### config.mk
export PLATFORM = sky130hd
export DESIGN_NAME = serial_word_deserializer_flat
export DESIGN_NICKNAME = d
export VERILOG_FILES = /design/src/rtl/serial_word_deserializer_if.sv /design/src/rtl/serial_word_deserializer.sv /design/src/flat_wrapper.sv
export SDC_FILE = /design/constraint.sdc
export NUM_CORES = 1
export LEC_CHECK = 0
export ABC_AREA = 1
export CAP_MARGIN = 20
export CORE_AREA = 2 2 39 41
export DETAILED_ROUTE_END_ITERATION = 16
export DIE_AREA = 0 0 41 43
export DONT_BUFFER_PORTS = 1
export PLACE_DENSITY_LB_ADDON = 0.12
export SKIP_CTS_REPAIR_TIMING = 1
export SLEW_MARGIN = 20
export SYNTH_ARGS = -nofsm -noshare
export SYNTH_HDL_FRONTEND = slang
export SYNTH_SLANG_ARGS = --single-unit
### constraint.sdc
create_clock -name clk -period 1.7 [get_ports clk]
set_input_delay 0.17 -clock clk [delete_from_list [all_inputs] [get_ports clk]]
set_output_delay 0.17 -clock clk [all_outputs]
set_load 0.02 [all_outputs]
### src/rtl/serial_word_deserializer_if.sv
`default_nettype none
// ============================================================================
// Module      : serial_word_deserializer_if
// Description : Bundle of signals for serial_word_deserializer. It carries the
//               serial bit stream, the parallel valid/ready word output and the
//               status flags.
//               master : serial source / word consumer side (drives the stream
//                        and out_ready)
//               slave  : the deserializer itself
// Signals     : ser_in, ser_valid, frame_start   - serial bit, strobe, frame mark
//               data_out[WIDTH], out_valid      - held word and its valid flag
//               out_ready                       - consumer accepts data_out
//               busy, frame_err, overrun        - status
// Revision    : 1.0 - initial release
// ============================================================================
interface serial_word_deserializer_if #(
  parameter int WIDTH = 4
);
  logic             ser_in;
  logic             ser_valid;
  logic             frame_start;
  logic [WIDTH-1:0] data_out;
  logic             out_valid;
  logic             out_ready;
  logic             busy;
  logic             frame_err;
  logic             overrun;

  modport master (
    output ser_in, ser_valid, frame_start, out_ready,
    input  data_out, out_valid, busy, frame_err, overrun
  );

  modport slave (
    input  ser_in, ser_valid, frame_start, out_ready,
    output data_out, out_valid, busy, frame_err, overrun
  );
endinterface
`default_nettype wire

### src/rtl/serial_word_deserializer.sv
`default_nettype none
// ============================================================================
// Module      : serial_word_deserializer
// Description : Serial-in, parallel-out word receiver. It assembles WIDTH-bit
//               words from a framed bit stream with one bit per ser_valid
//               strobe. Each completed word is held in a one-entry register
//               that has a valid/ready handshake. The block flags framing
//               restarts (frame_err pulse) and dropped words (sticky overrun).
// Ports       : clk  - clock, all logic on posedge
//               rst  - synchronous active-high reset
//               bus  - serial_word_deserializer_if.slave (stream in, word out,
//                      status flags)
// Parameters  : WIDTH     - word width, must be >= 2
//               MSB_FIRST - 1: first bit lands in data_out[WIDTH-1]
//                           0: first bit lands in data_out[0]
// Revision    : 1.0 - initial release
// ============================================================================
module serial_word_deserializer #(
  parameter int WIDTH     = 4,
  parameter bit MSB_FIRST = 1'b1
) (
  input  wire                          clk,
  input  wire                          rst,
  serial_word_deserializer_if.slave    bus
);

  localparam int CW = (WIDTH > 1) ? $clog2(WIDTH) : 1;
  localparam logic [CW-1:0] c_LAST = CW'(WIDTH - 1);
  localparam logic [CW-1:0] c_ONE  = CW'(1);

  localparam logic [0:0] c_IDLE  = 1'b0;
  localparam logic [0:0] c_SHIFT = 1'b1;

  logic [0:0]       r_state;
  logic [0:0]       w_state_next;
  logic [CW-1:0]    r_cnt;
  logic [WIDTH-1:0] r_shreg;
  logic [WIDTH-1:0] w_shift_next;
  logic [WIDTH-1:0] w_first_load;
  logic [WIDTH-1:0] r_data;
  logic             r_out_valid;
  logic             r_frame_err;
  logic             r_overrun;

  logic w_start;
  logic w_accept;
  logic w_restart;
  logic w_complete;
  logic w_load;

  // A framed bit always starts a new word. In SHIFT it also abandons the
  // partial word.
  assign w_start    = bus.ser_valid & bus.frame_start;
  assign w_accept   = (r_state == c_SHIFT) & bus.ser_valid & ~bus.frame_start;
  assign w_restart  = (r_state == c_SHIFT) & w_start;
  assign w_complete = w_accept & (r_cnt == c_LAST);
  // The holding register takes the new word when it is empty or is being
  // drained on this same edge.
  assign w_load     = w_complete & (~r_out_valid | bus.out_ready);

  // Bit ordering. A word always completes after WIDTH-1 shifts, so the first
  // bit is loaded at the end opposite its final position. The bit that
  // shifts out on completion is never needed.
  generate
    if (MSB_FIRST) begin : g_msb_first
      logic w_unused_shreg_bit;
      assign w_shift_next       = {r_shreg[WIDTH-2:0], bus.ser_in};
      assign w_first_load       = {{(WIDTH-1){1'b0}}, bus.ser_in};
      assign w_unused_shreg_bit = r_shreg[WIDTH-1];
    end else begin : g_lsb_first
      logic w_unused_shreg_bit;
      assign w_shift_next       = {bus.ser_in, r_shreg[WIDTH-1:1]};
      assign w_first_load       = {bus.ser_in, {(WIDTH-1){1'b0}}};
      assign w_unused_shreg_bit = r_shreg[0];
    end
  endgenerate

  // FSM state register
  always_ff @(posedge clk) begin
    if (rst) begin
      r_state <= c_IDLE;
    end else begin
      r_state <= w_state_next;
    end
  end

  // FSM next-state logic
  always_comb begin
    w_state_next = r_state;
    case (r_state)
      c_IDLE: begin
        if (w_start) begin
          w_state_next = c_SHIFT;
        end
      end
      c_SHIFT: begin
        if (w_restart) begin
          w_state_next = c_SHIFT;
        end else if (w_complete) begin
          w_state_next = c_IDLE;
        end
      end
      default: w_state_next = c_IDLE;
    endcase
  end

  // FSM / datapath outputs
  always_comb begin
    bus.busy      = (r_state == c_SHIFT);
    bus.data_out  = r_data;
    bus.out_valid = r_out_valid;
    bus.frame_err = r_frame_err;
    bus.overrun   = r_overrun;
  end

  // Shift register, bit counter, holding register and flags
  always_ff @(posedge clk) begin
    if (rst) begin
      r_shreg     <= '0;
      r_cnt       <= '0;
      r_data      <= '0;
      r_out_valid <= 1'b0;
      r_frame_err <= 1'b0;
      r_overrun   <= 1'b0;
    end else begin
      if (w_start) begin
        r_shreg <= w_first_load;
        r_cnt   <= c_ONE;
      end else if (w_accept) begin
        r_shreg <= w_shift_next;
        r_cnt   <= w_complete ? '0 : (r_cnt + c_ONE);
      end

      r_frame_err <= w_restart;

      if (w_complete) begin
        if (w_load) begin
          r_data      <= w_shift_next;
          r_out_valid <= 1'b1;
        end else begin
          r_overrun   <= 1'b1;
        end
      end else if (r_out_valid & bus.out_ready) begin
        r_out_valid <= 1'b0;
      end
    end
  end

endmodule
`default_nettype wire
### src/flat_wrapper.sv
// flat-port wrapper written by rule: the top's interface ports become plain ports
module serial_word_deserializer_flat 
#(
  parameter int WIDTH     = 4,
  parameter bit MSB_FIRST = 1'b1
)
  (clk, rst, bus_ser_in, bus_ser_valid, bus_frame_start, bus_out_ready, bus_data_out, bus_out_valid, bus_busy, bus_frame_err, bus_overrun);
  serial_word_deserializer_if #(.WIDTH(WIDTH)) bus_i ();
  input  wire clk;
  input  wire rst;
  input wire logic [$bits(bus_i.ser_in)-1:0] bus_ser_in;
  input wire logic [$bits(bus_i.ser_valid)-1:0] bus_ser_valid;
  input wire logic [$bits(bus_i.frame_start)-1:0] bus_frame_start;
  input wire logic [$bits(bus_i.out_ready)-1:0] bus_out_ready;
  output wire logic [$bits(bus_i.data_out)-1:0] bus_data_out;
  output wire logic [$bits(bus_i.out_valid)-1:0] bus_out_valid;
  output wire logic [$bits(bus_i.busy)-1:0] bus_busy;
  output wire logic [$bits(bus_i.frame_err)-1:0] bus_frame_err;
  output wire logic [$bits(bus_i.overrun)-1:0] bus_overrun;
  assign bus_i.ser_in = bus_ser_in;
  assign bus_i.ser_valid = bus_ser_valid;
  assign bus_i.frame_start = bus_frame_start;
  assign bus_i.out_ready = bus_out_ready;
  assign bus_data_out = bus_i.data_out;
  assign bus_out_valid = bus_i.out_valid;
  assign bus_busy = bus_i.busy;
  assign bus_frame_err = bus_i.frame_err;
  assign bus_overrun = bus_i.overrun;
  serial_word_deserializer #(.WIDTH(WIDTH), .MSB_FIRST(MSB_FIRST)) u_core (.clk(clk), .rst(rst), .bus(bus_i));
endmodule
* Word level (Yosys, flattened, before mapping)
Index checks and enable logic that the tools add are counted.
** Word-level totals
- Bits in registers :: 13
- Bits of input ports :: 6
- Output and inout port bits :: 8
- Word-level logic and storage cells :: 42
** Cells by class
- Bitwise logic cells :: 12
- Muxes and demuxes :: 12
- Equal/unequal tests :: 2
- Reduce and logical (&&, ||, !) cells :: 6
- Add/subtract/negate cells :: 1
** Operators with widths (count)
- 1-bit 2-to-1 mux :: 10
- 1-bit AND :: 7
- 2-bit AND reduction :: 3
- 1-bit inverter :: 4
- 2-bit nonzero test :: 2
- 2-bit by 1-bit adder with 2-bit output, second input constant :: 1
- 2-bit == test, second input constant :: 1
- 2-bit 2-to-1 mux :: 1
- 2-bit != test, second input constant :: 1
- 1-bit one-hot mux with 2 select lines :: 1
- 2-bit OR reduction :: 1
- 1-bit OR :: 1

* Logic depth before layout (Yosys ltp)
Gate-level depths: netlist (run 1).
- Word-level depth :: 6
- Gate-level depth with buffers :: 6
- Gate-level depth less buffers :: 6

* Least setup slack after synthesis (run 1)
No wires, ideal clock.
- Path type :: reg2reg
- Start :: reg u_core.r_state (netlist: u_core.bus.busy)
- End :: reg u_core.r_data[0] (netlist: u_core.bus.data_out[0])
- Buffers on the path :: 0
- Slack :: 625 ps
- Stages on the path, launching flop included :: 6
- Data arrival time :: 962 ps
- Required time :: 1587 ps
- Period minus slack after synthesis :: 1075 ps
- Setup time :: 113 ps
- Cells stage by stage :: dfxtp_1 -> nand2_2 -> nor2_8 -> nand4_1 -> nand2_1 -> nor2_1
** On the way
- Longest elaborated chain between the ends :: 5
** RTL lines
- start: declaration :: RTL line serial_word_deserializer.sv:34 : logic [0:0] r_state;
- start signal: assignment :: RTL line serial_word_deserializer.sv:81 : r_state <= c_IDLE;
- start signal: assignment :: RTL line serial_word_deserializer.sv:83 : r_state <= w_state_next;
- 1-bit AND (*) (2 in a row) :: RTL line serial_word_deserializer.sv:54 : assign w_accept = (r_state == c_SHIFT) & bus.ser_valid & ~bus.frame_start;
- 1-bit AND (*) :: RTL line serial_word_deserializer.sv:56 : assign w_complete = w_accept & (r_cnt == c_LAST);
- 1-bit AND :: RTL line serial_word_deserializer.sv:59 : assign w_load = w_complete & (~r_out_valid | bus.out_ready);
- 2-bit AND reduction (no line) (*)
- end signal: assignment :: RTL line serial_word_deserializer.sv:138 : r_data <= w_shift_next;
- end: declaration :: RTL line serial_word_deserializer.sv:40 : logic [WIDTH-1:0] r_data;
Every way passes the cells marked *; elsewhere a longest branch is shown, timed or not.
A chain may end at the register's enable or synchronous reset.

* Worst setup path after layout (run 1)
- Start :: reg u_core.r_cnt[0]
- End :: reg u_core.r_data[3] (netlist: u_core.bus.data_out[3])
** On the way
- Longest elaborated chain between the ends :: 4
** RTL lines
- start: declaration :: RTL line serial_word_deserializer.sv:36 : logic [CW-1:0] r_cnt;
- start signal: assignment :: RTL line serial_word_deserializer.sv:128 : r_cnt <= c_ONE;
- start signal: assignment :: RTL line serial_word_deserializer.sv:131 : r_cnt <= w_complete ? '0 : (r_cnt + c_ONE);
- 2-bit == test (*) :: RTL line serial_word_deserializer.sv:56
- 1-bit AND (*) :: RTL line serial_word_deserializer.sv:56
- 1-bit AND :: RTL line serial_word_deserializer.sv:59
- 2-bit AND reduction (no line) (*)
Marks and branches as above.

==> flow_summary.json, run 1 <==
{
  "clock_latency_ns": 0.27,
  "post-route-min-period_ns": 1.25,
  "grt_use_met3_pct": 3.14,
  "stdcell_count": 95,
  "tightest_slew_ns": 0.316,
  "timing.rr.end": "u_core.bus.data_out[3]$_SDFFE_PP0P_",
  "pwr-share-clk_pct": 34.3,
  "rows": 14,
  "wire_per_inst_um": 9.98,
  "drtPass1Iterations": 4,
  "detail-route-antenna-nets": 0,
  "relSlewSlack_pct": 78.9,
  "cellPowerDensity_nw_per_um2": 873,
  "diodes": 0,
  "grt_pass1_vias": 416,
  "finalMaxSlewViolations": 0,
  "die_h_um": 43,
  "p_seq_share_pct": 59.5,
  "hold_viol": 0,
  "grtUsageTotal_pct": 14.2,
  "avgSynthCellArea_um2": 7.52,
  "crit_path_start": "u_core.r_cnt[0]$_SDFFE_PP0P_",
  "use_met1_pct": 16.0,
  "crit_arrival_ns": 1.47,
  "clk_pin_slew_ns": 0.08,
  "reg2reg_slack_ns": 0.45,
  "use_met2_pct": 21.3,
  "drt-total-wl_um": 948,
  "clock_skew_ns": 0.00351,
  "syn2layout_area_growth_pct": 10.1,
  "place_area_um2": 577,
  "period_share_pct": 73.8,
  "die_w_um": 41,
  "io_buffers": 0,
  "end_kind": "flip-flop",
  "busiest_layer": "met2",
  "num-fill-cells": 137,
  "endpoint": "u_core.bus.data_out[3]$_SDFFE_PP0P_",
  "grt_max_degree": 10,
  "synth_area_leaders": "dfxtp_1 (47%), nand2_1 (11%), inv_1 (8.1%)",
  "fmax_ghz": 0.797,
  "cts_buffers": 3,
  "viasPerCell": 4.73,
  "p_switching_mw": 0.121,
  "multi_input_area_um2": 251,
  "fin_ws_ns": 0.445,
  "syn-cell-area_um2": 557,
  "maxCapViolations": 0,
  "fin_setup_tns_ns": 0,
  "rr_worst_depth": 5,
  "critical_path_class": "reg -> reg",
  "globalplace.congestion": 0.713,
  "synth_top_area_share_pct": 46.7,
  "nets": 87,
  "pwr-share-comb_pct": 6.2,
  "rsz0062_at_grt": "no",
  "seqCellArea_um2": 260,
  "switching_share_pct": 22.6,
  "clockRootBuffer": "clkbuf_4",
  "synth-seq-cells": 13,
  "antenna_found_initial": 0,
  "yosysSeqAreaShare_pct": 46.7,
  "gr-total-overflow": 0,
  "io_pins": 14,
  "placeableCoreArea_um2": 1380,
  "crit_path_start_kind": "flip-flop",
  "setup_violations": 0,
  "leakage_nw": 0.277,
  "dp_slack_ns": 0.446,
  "max-vdd-ir-drop_uv": 414,
  "yosysTopAreaCell": "dfxtp_1",
  "p_total_mw": 0.535,
  "drc_errors": 0,
  "outcome": "complete, no violations",
  "critPathRequiredTime_ns": 1.91,
  "drt_iter0_markers": 13,
  "r2r_start": "u_core.r_cnt[0]$_SDFFE_PP0P_",
  "drive_gt1_share_pct": 8.86,
  "grt_first_pass_wirelength_mm": 1.68,
  "cts_tree": "done",
  "p_int_mw": 0.414,
  "synthDistinctLibCells": 14,
  "synthCells": 74,
  "h-tree-depth": 1,
  "syn_nets": 81,
  "hpwl_um": 738,
  "hp-class": "in -> reg",
  "final_util_pct": 44.3,
  "crit_fanout": 7,
  "final_area_um2": 613,
  "vias": 449,
  "yosysWarnings": 0,
  "cts_buffer_depth": 2,
  "start_util_pct": 40.2,
  "dp_cells": 90,
  "worst_hold_slack_ns": 0.0525,
  "cts.sinks": 13,
  "die-area_um2": 1760
}
-- layout by cell type (no fill, tap or decap) --
cell	n
a21oi_1	7
clkbuf_1	1
clkbuf_4	3
dfxtp_1	13
dlygate4sd3_1	1
ha_1	1
inv_1	12
nand2_1	17
nand2_2	1
nand3_1	1
nand4_1	4
nand4_2	1
nor2_1	12
nor2_4	1
nor2_8	1
nor3_1	2
o21ai_1	1
-- final cells by class --
class                      instances  area share (%)
timing repair buffer               1            1.63
inverter                          12            7.35
sequential                        13            42.4
multi-input combinational         49            41.0
tap                               16            3.27
clock buffer                       4            4.29
-- logic make-up (layout without fill, tap and decap cells) --
kind of cell    after synthesis  in the layout  share of synthesized area, %
simple gates                 40             40                          35.7
flops                        13             13                          46.7
buf+inv                      12             17                          8.09
compound gates                8              8                          7.19
fa+ha+maj                     1              1                          2.25
-- sequential cells by signal (all words and copies together) (netlist names) --
signal and flops:
u_core.bus.out_valid 1, u_core.bus.data_out 4, u_core.bus.overrun 1, u_core.r_shreg 3, u_core.bus.busy 1, u_core.bus.frame_err 1, u_core.r_cnt 2
-- worst min path at each step --
| stage | start | endpoint | depth (start not counted) |
|---|---|---|---|
| floorplan | rst | u_core.bus.busy$_SDFF_PP0_ | 1 |
| global placement | rst | u_core.bus.out_valid$_SDFFE_PP0P_ | 1 |
| detailed placement | rst | u_core.bus.overrun$_SDFFE_PP0P_ | 1 |
| CTS | rst | u_core.bus.overrun$_SDFFE_PP0P_ | 1 |
| global route | bus_frame_start | u_core.bus.frame_err$_SDFF_PP0_ | 2 |
| finish | bus_frame_start | u_core.bus.frame_err$_SDFF_PP0_ | 2 |
-- cells in the mapped netlist --
cell type,count
nand2_1,17
nor3_1,2
nand2_2,1
ha_1,1
inv_1,12
nand4_2,1
nand3_1,1
nand4_1,4
nor2_8,1
dfxtp_1,13
a21oi_1,7
nor2_4,1
o21ai_1,1
nor2_1,12
-- per-layer routing --
layer	up-vias	part of all wire, %
met1	191	45
met2	8	48
met4	0	3.6
li1	245	-
met5	-	0
met3	5	3.5
-- critical path, stage by stage, from the launching register on --
cell     delay (ns)
dfxtp_1        0.37
ha_1           0.31
nand4_2        0.21
nor2_4         0.16
nor2_1         0.05
nor2_1         0.09
-- power by group through the flow --
stage | logic, mW | clock network [mW] | registers (mW)
6_report | 0.0332 | 0.183 | 0.319
5_1_grt | 0.0384 | 0.212 | 0.320
4_1_cts | 0.0305 | 0.198 | 0.319
3_5_place_dp | 0.0305 | 0 | 0.326
3_3_place_gp | 0.0296 | 0 | 0.326
2_1_floorplan | 0.0258 | 0 | 0.325
(Power assumes the default switching activity.)
==> run 2, diff against run 1 <==
==> constraint.sdc (replaced) <==
create_clock -name clk -period 1.3 [get_ports clk]
set_input_delay 0.13 -clock clk [delete_from_list [all_inputs] [get_ports clk]]
set_output_delay 0.13 -clock clk [all_outputs]
set_load 0.02 [all_outputs]
==> run 2 against run 1 <==
Compared with the run above:
- design area is 3.7% higher
- setup slack worse by 0.21 ns
- combinational power is 50% higher
- sequential share of layout area is 1.5 points lower
- clock power is 35% higher
- sequential cell count stayed put
- fmax is 18% higher
- first-iteration DRC count is 85% lower
- critical path type unchanged
- largest power group unchanged
- highest routed layer unchanged
==> flow_summary.json, run 2 (synthesized netlist as in run 1, its figures left out) <==
{
  "outcome": "complete, no violations",
  "detail-route-antenna-nets": 0,
  "end_kind": "flip-flop",
  "num-fill-cells": 141,
  "largest_register_ffs": 4,
  "p_seq_share_pct": 58.2,
  "setup_violations": 0,
  "dp_slack_ns": 0.234,
  "grtUsageTotal_pct": 13.3,
  "finalMaxSlewViolations": 0,
  "gr-total-overflow": 0,
  "critical_path_class": "reg -> reg",
  "reg2reg_slack_ns": 0.23,
  "h-tree-depth": 1,
  "post-route-min-period_ns": 1.07,
  "leakage_nw": 0.293,
  "switching_share_pct": 23.4,
  "clock_skew_ns": 0.00314,
  "clk_pin_slew_ns": 0.08,
  "pwr-share-comb_pct": 7.0,
  "maxCapViolations": 0,
  "grt_pass1_vias": 388,
  "hp-class": "in -> reg",
  "die-area_um2": 1760,
  "placeableCoreArea_um2": 1380,
  "nets": 90,
  "crit_path_start_kind": "flip-flop",
  "final_cell_mix": "nand2_1 (17), dfxtp_1 (13), inv_1 (12), nor2_1 (12), a21oi_1 (7)",
  "wire_per_inst_um": 9.99,
  "worstHoldStart": "bus_ser_in",
  "vias": 460,
  "max-vdd-ir-drop_uv": 538,
  "fin_setup_tns_ns": 0,
  "rr_worst_depth": 5,
  "min_to": "u_core.r_shreg[0]$_SDFFE_PP0P_",
  "drtPass1Iterations": 2,
  "cts.sinks": 13,
  "viasPerCell": 4.69,
  "syn2layout_area_growth_pct": 14.2,
  "pwr-share-clk_pct": 34.8,
  "cts_buffer_depth": 2,
  "r2r_start": "u_core.r_cnt[0]$_SDFFE_PP0P_",
  "antenna_found_initial": 0,
  "die_h_um": 43,
  "grt_max_degree": 10,
  "clock_latency_ns": 0.27,
  "timing.rr.end": "u_core.bus.data_out[2]$_SDFFE_PP0P_",
  "rows": 14,
  "drive_gt1_share_pct": 12.2,
  "critPathRequiredTime_ns": 1.52,
  "final_common_cell": "nand2_1",
  "cellPowerDensity_nw_per_um2": 1120,
  "p_int_mw": 0.544,
  "rsz0062_at_grt": "no",
  "clockRootBuffer": "clkbuf_4",
  "cts_tree": "done",
  "drc_errors": 0,
  "hpwl_um": 754,
  "drt_iter0_markers": 2,
  "crit_fanout": 4,
  "io_buffers": 0,
  "globalplace.congestion": 0.722,
  "hold_viol": 0,
  "start_util_pct": 40.2,
  "die_w_um": 41,
  "drt-total-wl_um": 979,
  "tightest_slew_ns": 0.233,
  "diodes": 0,
  "p_switching_mw": 0.166,
  "period_share_pct": 82.0,
  "fin_ws_ns": 0.235,
  "grt_first_pass_wirelength_mm": 1.54,
  "fmax_ghz": 0.939,
  "io_pins": 14,
  "relSlewSlack_pct": 84.5,
  "crit_arrival_ns": 1.28,
  "hold_depth": 2,
  "cts_buffers": 3
}
## run 2: cell count changes in the layout (fill, tap and decap cells not counted)
cell	before	now
buf_4	0	3
## run 2: routing by layer
metal / global-route usage, % / part of all wire, %
met5: 0 / 0
met4: 12.0 / 4.1
met3: 3.14 / 4.1
met2: 17.5 / 43
met1: 17.0 / 48
## run 2: cell type report
cell class                      instances  area (um2)  area share, %
Timing Repair Buffer                    4        32.5           5.12
Clock buffer                            4        26.3           4.13
Sequential cell                        13         260           40.9
Tap cell                               16        20.0           3.15
Inverter                               12        45.0           7.09
Multi-Input combinational cell         49         251           39.6
## run 2: critical path, cell delays in order (launching register included)
cell and delay, ns:
dfxtp_1 0.36, ha_1 0.20, nand4_2 0.17, nor2_4 0.15, nor2_1 0.05, nor2_1 0.09
## run 2: worst max path at each step
| stage | start | end | slack (ns) | depth (start not counted) |
|---|---|---|---|---|
| detailed placement | u_core.r_cnt[0]$_SDFFE_PP0P_ | u_core.bus.data_out[1]$_SDFFE_PP0P_ | 0.23 | 5 |
| CTS | u_core.r_cnt[0]$_SDFFE_PP0P_ | u_core.bus.data_out[1]$_SDFFE_PP0P_ | 0.22 | 5 |
| global route | u_core.r_cnt[0]$_SDFFE_PP0P_ | u_core.bus.data_out[2]$_SDFFE_PP0P_ | 0.15 | 5 |
| global placement | u_core.r_cnt[0]$_SDFFE_PP0P_ | u_core.bus.data_out[2]$_SDFFE_PP0P_ | 0.28 | 5 |
| finish | u_core.r_cnt[0]$_SDFFE_PP0P_ | u_core.bus.data_out[2]$_SDFFE_PP0P_ | 0.23 | 5 |
| floorplan | u_core.bus.busy$_SDFF_PP0_ | u_core.bus.data_out[0]$_SDFFE_PP0P_ | 0.23 | 5 |
## run 2: power by group through the flow
stage	sequential [mW]	combinational [mW]	clock (mW)
global placement	0.423	0.0460	0
finish	0.413	0.0498	0.247
global route	0.415	0.0575	0.266
floorplan	0.425	0.0337	0
CTS	0.413	0.0461	0.253
detailed placement	0.423	0.0459	0
## run 2: stage by stage
stage | utilization (%) | cell area, um2 | power [mW] | cells | hold slack (ns)
after floorplan | - | 557 | 0.459 | 74 | 0.199
after global placement | 43.3 | 599 | 0.469 | 93 | 0.200
after detailed placement | 43.3 | 599 | 0.469 | 93 | 0.202
after CTS | 45.2 | 626 | 0.712 | 97 | -0.0898
after global routing | 45.9 | 636 | 0.738 | 98 | 0.0154
final | 45.9 | 636 | 0.710 | 98 | 0.00719
